`src/rtl/serv_pc_seq.sv`:
```
// Serial PC sequencer: fetch handshake, 32-cycle serial execute/trap passes,
// and the strobes that drive the bit-serial PC datapath.
module serv_pc_seq #(
  parameter int FETCH_TIMEOUT = 16,
  parameter int CNT_W         = 5
) (
  input  logic clk,
  input  logic i_rst_n,
  input  logic i_run,
  input  logic i_ibus_ack,
  input  logic i_stall,
  input  logic i_bad_pc,
  input  logic i_jump,
  output logic o_ibus_cyc,
  output logic o_pc_en,
  output logic o_cnt0,
  output logic o_cnt1,
  output logic o_cnt2,
  output logic o_cnt3,
  output logic o_cnt12to31,
  output logic o_trap,
  output logic o_buserr,
  output logic o_misalign
);

  typedef enum logic [2:0] {
    S_IDLE,
    S_FETCH,
    S_DECODE,
    S_EXEC,
    S_TRAP
  } state_t;

  localparam logic [7:0] TMO_LAST = 8'(FETCH_TIMEOUT - 1);

  state_t           r_state;
  logic [CNT_W-1:0] r_cnt;
  logic [7:0]       r_timer;
  logic             r_misalign;

  logic w_cnt_last;
  logic w_timeout;

  assign w_cnt_last = (r_cnt == '1);
  // Ack wins over timeout on the same cycle.
  assign w_timeout  = (FETCH_TIMEOUT != 0) && (r_state == S_FETCH) &&
                      !i_ibus_ack && (r_timer == TMO_LAST);

  assign o_ibus_cyc  = (r_state == S_FETCH);
  assign o_trap      = (r_state == S_TRAP);
  assign o_pc_en     = ((r_state == S_EXEC) || (r_state == S_TRAP)) && !i_stall;
  assign o_cnt0      = o_pc_en && (r_cnt == CNT_W'(0));
  assign o_cnt1      = o_pc_en && (r_cnt == CNT_W'(1));
  assign o_cnt2      = o_pc_en && (r_cnt == CNT_W'(2));
  assign o_cnt3      = o_pc_en && (r_cnt == CNT_W'(3));
  assign o_cnt12to31 = o_pc_en && (r_cnt >= CNT_W'(12));
  assign o_buserr    = w_timeout;
  assign o_misalign  = (r_state == S_EXEC) && o_pc_en && w_cnt_last && r_misalign;

  always_ff @(posedge clk or negedge i_rst_n) begin
    if (!i_rst_n) begin
      r_state    <= S_IDLE;
      r_cnt      <= '0;
      r_timer    <= '0;
      r_misalign <= 1'b0;
    end else begin
      // Counter wraps naturally at all-ones, so each pass starts at zero.
      if (o_pc_en) r_cnt <= r_cnt + CNT_W'(1);
      case (r_state)
        S_IDLE: begin
          if (i_run) begin
            r_state    <= S_FETCH;
            r_timer    <= '0;
            r_misalign <= 1'b0;
          end
        end
        S_FETCH: begin
          r_timer <= r_timer + 8'd1;
          if (i_ibus_ack)     r_state <= S_DECODE;
          else if (w_timeout) r_state <= S_TRAP;
        end
        S_DECODE: r_state <= S_EXEC;
        S_EXEC: begin
          if (o_pc_en && (r_cnt == CNT_W'(1))) r_misalign <= i_bad_pc && i_jump;
          if (o_pc_en && w_cnt_last) begin
            if (r_misalign) begin
              r_state <= S_TRAP;
            end else if (i_run) begin
              r_state    <= S_FETCH;
              r_timer    <= '0;
              r_misalign <= 1'b0;
            end else begin
              r_state <= S_IDLE;
            end
          end
        end
        S_TRAP: begin
          if (o_pc_en && w_cnt_last) begin
            if (i_run) begin
              r_state    <= S_FETCH;
              r_timer    <= '0;
              r_misalign <= 1'b0;
            end else begin
              r_state <= S_IDLE;
            end
          end
        end
        default: r_state <= S_IDLE;
      endcase
    end
  end

endmodule

```
`config.mk`:
```
export PLATFORM = sky130hd
export DESIGN_NAME = serv_pc_seq
export DESIGN_NICKNAME = d
export VERILOG_FILES = /design/src/rtl/serv_pc_seq.sv
export SDC_FILE = /design/constraint.sdc
export NUM_CORES = 1
export LEC_CHECK = 0
export ABC_AREA = 0
export CAP_MARGIN = 10
export CORE_ASPECT_RATIO = 1.1
export CORE_MARGIN = 5
export CORE_UTILIZATION = 30
export DETAILED_ROUTE_END_ITERATION = 8
export PLACE_DENSITY = 0.52
export SLEW_MARGIN = 15
export SYNTH_ARGS = -nofsm -noshare
export SYNTH_HDL_FRONTEND = slang
export SYNTH_SLANG_ARGS = --single-unit
```
`constraint.sdc`:
```
create_clock -name clk -period 2.6 [get_ports clk]
set_input_delay 0.52 -clock clk [delete_from_list [all_inputs] [get_ports clk]]
set_output_delay 0.52 -clock clk [all_outputs]
set_load 0.01 [all_outputs]
```
==> results of run 1 <==
==> cells in the final DEF, fill, tap and decap left out, types with 2 or more instances in the layout <==
master           synthesis  final
dfrtp_1                 17     16
nor2_1                   3      3
a21oi_1                  6      6
nor2b_1                  2      2
and2_1                   4      4
clkbuf_8                 0      3
a211o_1                  2      2
a31oi_1                  2      2
dlymetal6s2s_1           0      3
nand3_1                  4      4
xnor2_1                  3      3
ha_1                     6      6
nor3b_1                  3      3
clkdlybuf4s50_1          0     10
and3_1                   7      7
dlygate4sd2_1            0      2
nand2_1                  7      7
nor3_1                   3      3
buf_4                    2     14
a221o_1                  2      2
nand3b_1                 3      3
clkinv_2                 1      2
o21ai_0                  3      3
inv_1                    3      3
a211oi_1                 2      2
==> flip-flops by register name, indices dropped and copies added, names as in the netlist <==
name / count
r_timer: 8
r_cnt: 5
r_state: 3
r_misalign: 1
==> power by group through the flow <==
stage	clock network, mW	logic, mW	registers [mW]
CTS	0.207	0.761	0.453
floorplan	0	0.516	0.435
detailed placement	0	0.750	0.458
finish	0.204	0.794	0.451
global route	0.218	0.883	0.466
global placement	0	0.742	0.454
==> cell families (layout without fill, tap and decap cells) <==
logic type,Yosys count,in the layout,share of synthesized area (%)
buffers and inverters,9,39,4.53
DFF,17,17,37.6
adders and majority gates,6,6,6.64
muxes,2,2,1.88
AOI/OAI and AO/OA,27,27,19.8
and+or+nand+nor,50,50,27.2
xor gates and xnor gates,3,3,2.32
==> stage by stage <==
step | worst slack, ns | hold slack [ns] | utilization, % | TNS, ns
global placement | 0.0787 | 0.488 | 38.2 | 0
finish | 0.0680 | 0.508 | 40.7 | 0
detailed placement | 0.0481 | 0.509 | 38.2 | 0
CTS | 0.00412 | 0.519 | 39.7 | 0
global route | -0.00101 | 0.540 | 40.7 | -0.00101
floorplan | 0.571 | 0.224 | - | 0
==> worst max-delay path by stage <==
stage,from,to,cells past startpoint
finish,r_cnt[1],o_cnt1,5
global route,r_state[1],o_cnt12to31,5
CTS,r_state[1],o_cnt3,4
detailed placement,i_stall,o_cnt2,5
global placement,i_stall,o_cnt2,5
floorplan,r_cnt[1],o_cnt1,4
==> timing repair <==
item,CTS,global route
setup buffers,1,3
resized for setup,4,6
pin swaps,1,1
endpoints found under the setup margin,5,4
==> area by class of cell <==
class,instances,share of cell area (%)
timing repair buffer,30,18.2
inverter,5,1.34
clock inverter,1,0.336
sequential,17,28.7
multi-input combinational,88,44.5
clock buffer,3,2.77
tap,50,4.20
==> layer usage <==
metal	vias up	part of all wire, %	global-route usage [%]
met4	0	0.73	3.97
met2	16	47	19.0
met5	-	0	0
met1	478	49	15.7
met3	2	3.1	2.42
li1	493	-	-
==> critical path: cells and delay by family, from the launching register on <==
kind | cells | cell delay, ns
buffers and inverters | 2 | 0.38
and+or+nand+nor | 2 | 0.79
DFF | 1 | 0.42
adders and majority gates | 1 | 0.17
==> reports/qor.csv, run 1 <==
metric;value;unit
outcome;finished clean;
Post-Syn Instances;114;
Final Skew;0.00153;ns
Die H;74.4;microns
Distinct cells, synth;49;
endpoints failing setup;0;
core box area;3650;sq um
routed len/inst;14.1;microns
fillers;373;
post-DP HPWL;1970;microns
Starting DRT DRC Count;46;
HP Class;reg -> reg;
# rows;23;
clk root buf;clkbuf_8;
Die X-Extent;68.5;microns
multi-input logic area;663;sq um
Post-synth EDFFs;0;
Hold Crit Endpoint;r_timer[0];
top-count cell post-synth;dfrtp_1;
R2R cell count;8;
Syn Nets;127;
slowest CP cell;or4b_2;
PortBufs;16;
grt ovf;0;
Pleak;0.713;nW
Gate power share;54.8;%
largest net degree at the start of global routing;18;
Final #Nets;158;
vias in the first global route;1029;
sequential fraction of design power;31.1;%
P_int;0.836;mW
Post-Layout Cell Count;194;
worst min-delay path startpoint;r_timer[0];
area delta synth->final;31.6;%
Reg clk slew, reported paths;0.07;ns
crit path time final;2.53;ns
Hold Path Cell Cnt;1;
sequential fraction of the synthesis area;37.6;%
r2r startpoint;r_cnt[0];
H-tree levels;1;
GP Congestion;0.834;
Yosys top cell by area;dfrtp_1;
via count;989;
Antenna Cells;0;
storage element area;427;sq um
Worst R2R End;r_timer[4];
Rel. slew slack;75.3;%
Cell Area, Synth;1130;sq um
clock share of power;14.1;%
FF-to-FF setup slack;0.49;ns
fraction of registers with async set/reset;100;%
Avg Cell Area, Syn;9.92;sq um
CTS tree;yes;
CP cell instances;inv_1, ha_1, or4b_2, nor3_1, clkdlybuf4s15_1;
drt total wl;2730;microns
Max Fclk;395;MHz
die area;5100;sq um
Sw Share;42.3;%
Main synth FF type;dfrtp_1;
Seq cells post-synth;17;
first-pass GRT wire length;4600;microns
Antenna Nets Post-Route;0;
Inserted Clock Buffers;3;
drt via density;5.10;
Skew-Pair Late Insertion Delay;0.25;ns
layout cells sized above 1;20.8;%
Residual DRC;0;
P_sw;0.614;mW
final instance area;1490;sq um
total track usage;11.8;%
CTS Hold Bufs;0;
worst-margin pin slew;0.370;ns
dpl cell area;1400;sq um
critical path type;reg -> out;
CP required;2.08;ns
CP arrival;2.01;ns
worst-case clock buffer depth;2;
Yosys top cell area share;37.6;%
Slew Limit Fails;0;
Worst setup EP type;output pin;
Max VDD drop;0.350;mV
Max FO, Critical Path;4;
Sink Count;17;
number of max-cap violations;0;
Initial Util;30.9;%
Initial DRT Pass Iterations;4;
max incr delay on CP;0.63;ns
count of warnings emitted by yosys;0;
critical path startpoint category;flop;
I/O Pins;17;
final period utilization;97.4;%
initial antenna violation count;0;
top cells by area, synth;dfrtp_1, ha_1, and3_1;
final hold vios;0;
pwr dens;974;nW/um^2
Final Power;1.45;mW
Placed Cells;186;
Post-synth top cells;dfrtp_1, and3_1, nand2_1, a21oi_1, ha_1;
(Power assumes the default switching activity.)
==> run 2: changes to the inputs <==
ABC_CLOCK_PERIOD_IN_PS = 2360   (was unset)
CORE_UTILIZATION = 40   (was 30)
PLACE_DENSITY = 0.65   (was 0.52)
clock period = 2.36 ns   (was 2.6 ns; I/O delays follow)
==> run 2 against run 1 <==
  * Critical path depth down 1
  * Worst setup slack about the same
  * Wire length decreased by 2.9%
  * Cell count down 3.1%
  * Register-to-register slack worse by 0.23 ns
  * Combinational power is 27% higher
  * Clock power is 21% lower
  * Clock-buffer cell count increased by 1
  * Non-clock buffer count up 11
  * Power is 14% higher
  * Critical path type unchanged
  * Largest power group unchanged
  * Highest routed layer unchanged
==> reports/qor.csv, run 2 (synthesis gave the netlist of run 1 again) <==
metric;value;unit;change
P_int;0.961;mW;+15%
Initial Util;41.1;%;+10 points
commonest non-fill, non-tap cell in the layout;buf_4;;
Inserted Clock Buffers;3;;unchanged
worst-case clock buffer depth;2;;unchanged
endpoints failing setup;0;;unchanged
Rel. slew slack;76.2;%;+0.87 points
area delta synth->final;34.8;%;
dpl cell area;1460;sq um;+4.4%
Max FO, Critical Path;5;;+1
number of max-cap violations;0;;unchanged
vias in the first global route;1057;;+2.7%
clock share of power;9.7;%;-4.4 points
worst-margin pin slew;0.357;ns;-0.0131 ns
Gate power share;60.8;%;+6.0 points
Post-Layout Cell Count;188;;-3.1%
sequential fraction of design power;29.5;%;-1.6 points
clk root buf;clkbuf_4;;
Placed Cells;180;;-3.2%
pre-CTS WS;-0.0772;ns;-0.125 ns
layout cells sized above 1;29.7;%;+8.8 points
Final WS setup;0.0681;ns;+0.0000318 ns
largest net degree at the start of global routing;18;;unchanged
Biggest register;r_timer;;
Starting DRT DRC Count;45;;-2.2%
setup TNS;0;ns;unchanged
commonest non-fill, non-tap cells in the layout;buf_4, dfrtp_1, and3_1, nand2_1, clkdlybuf4s50_1;;
Final Power;1.65;mW;+14%
drt via density;5.53;;+8.4%
Worst setup EP type;output pin;;
pwr dens;1080;nW/um^2;+11%
crit path time final;2.29;ns;
Final Skew;0.00408;ns;+0.00254 ns
Die H;65.8;microns;-12%
total track usage;15.4;%;+3.5 points
Reg clk slew, reported paths;0.10;ns;+0.03 ns
via count;1039;;+5.1%
# rows;20;;-13%
Max Fclk;436;MHz;
Initial DRT Pass Iterations;4;;unchanged
GP Congestion;0.756;;-9.3%
CTS Hold Bufs;0;;unchanged
die area;3990;sq um;-22%
critical path startpoint category;flop;;
fillers;268;;-28%
PortBufs;16;;unchanged
final hold vios;0;;unchanged
biggest regs;r_timer x8, r_cnt x5, r_state x3;;
Pleak;0.730;nW;+2.4%
Die X-Extent;60.7;microns;-11%
CP required;1.89;ns;-0.19 ns
Slew Limit Fails;0;;unchanged
P_sw;0.693;mW;+13%
CP arrival;1.82;ns;-0.19 ns
first-pass GRT wire length;4710;microns;+2.4%
H-tree levels;1;;unchanged
drt total wl;2650;microns;-2.9%
HP Class;in -> async;;
I/O Pins;17;;unchanged
Skew-Pair Late Insertion Delay;0.29;ns;+0.04 ns
final period utilization;97.1;%;
Antenna Nets Post-Route;0;;unchanged
outcome;finished clean;;
CTS tree;yes;;
post-DP HPWL;1990;microns;+0.86%
Max VDD drop;0.702;mV;+100%
core box area;2750;sq um;-25%
initial antenna violation count;0;;unchanged
RSZ-0062 raised after global routing;true;;
critical path type;reg -> out;;
Sink Count;17;;unchanged
Sw Share;41.9;%;-0.46 points
Residual DRC;0;;unchanged
grt ovf;0;;unchanged
R2R cell count;8;;unchanged
routed len/inst;14.1;microns;+0.17%
Final #Nets;169;;+7.0%
max reg flops;8;;unchanged
final instance area;1530;sq um;+2.4%
Antenna Cells;0;;unchanged
==> run 2: cell count changes in the layout (fill, tap and decap cells not counted), sizes merged <==
cell	before	now
dlymetal6s2s	3	1
clkdlybuf4s50	10	7
clkbuf	3	6
clkinv	3	2
buf	14	27
dlygate4sd2	2	3
==> run 2: metal layers <==
metal | part of all wire [%] | GRT usage (%) | up-vias
li1 | - | - | 515
met1 | 43 | 18.9 | 500
met2 | 51 | 27.1 | 20
met3 | 4.8 | 1.95 | 4
met4 | 1.2 | 4.88 | 0
met5 | 0 | 0 | -
==> run 2: cell type report <==
type                       instances  area [sq um]  area share, %
clock buffer                       4          26.3           1.72
sequential                        17           425           27.9
multi-input combinational         88           686           45.0
timing repair buffer              41           327           21.4
inverter                           5          20.0           1.31
tap                               33          41.3           2.71
==> run 2: power groups by stage <==
| stage | sequential, mW | combinational [mW] | clock (mW) |
|---|---|---|---|
| CTS | 0.484 | 0.969 | 0.165 |
| finish | 0.488 | 1.01 | 0.161 |
| global route | 0.501 | 1.12 | 0.178 |
| floorplan | 0.479 | 0.569 | 0 |
| global placement | 0.484 | 0.921 | 0 |
| detailed placement | 0.494 | 0.938 | 0 |
==> run 2: path summary, 6_finish.rpt <==
check	startpoint	to	slack, ns
min	i_rst_n	r_state[2]	0.50
max reg2reg	r_cnt[0]	r_misalign	0.26
min in group clk	r_timer[0]	r_timer[0]	0.52
min reg2reg	r_timer[0]	r_timer[0]	0.52
max in group asynchronous	i_rst_n	r_timer[3]	1.67
max	r_state[1]	o_cnt2	0.07
==> run 2: through the flow <==
step | hold WS [ns] | util [%]
6_report | 0.497 | 55.4
4_1_cts | 0.502 | 54.8
5_1_grt | 0.510 | 55.4
2_1_floorplan | 0.176 | -
3_3_place_gp | 0.486 | 53.0
3_5_place_dp | 0.515 | 53.0
==> run 2: critical path, stage by stage, from the launching register on <==
cell             delay, ns
dfrtp_1               0.40
or3b_4                0.45
a211oi_4              0.29
and2_1                0.16
clkdlybuf4s15_1       0.23
==> run 2: timing repair <==
action,CTS,global route
gates resized for setup,17,10
buffers inserted,1,3
endpoints found under the setup margin,9,6
pin swaps,0,1
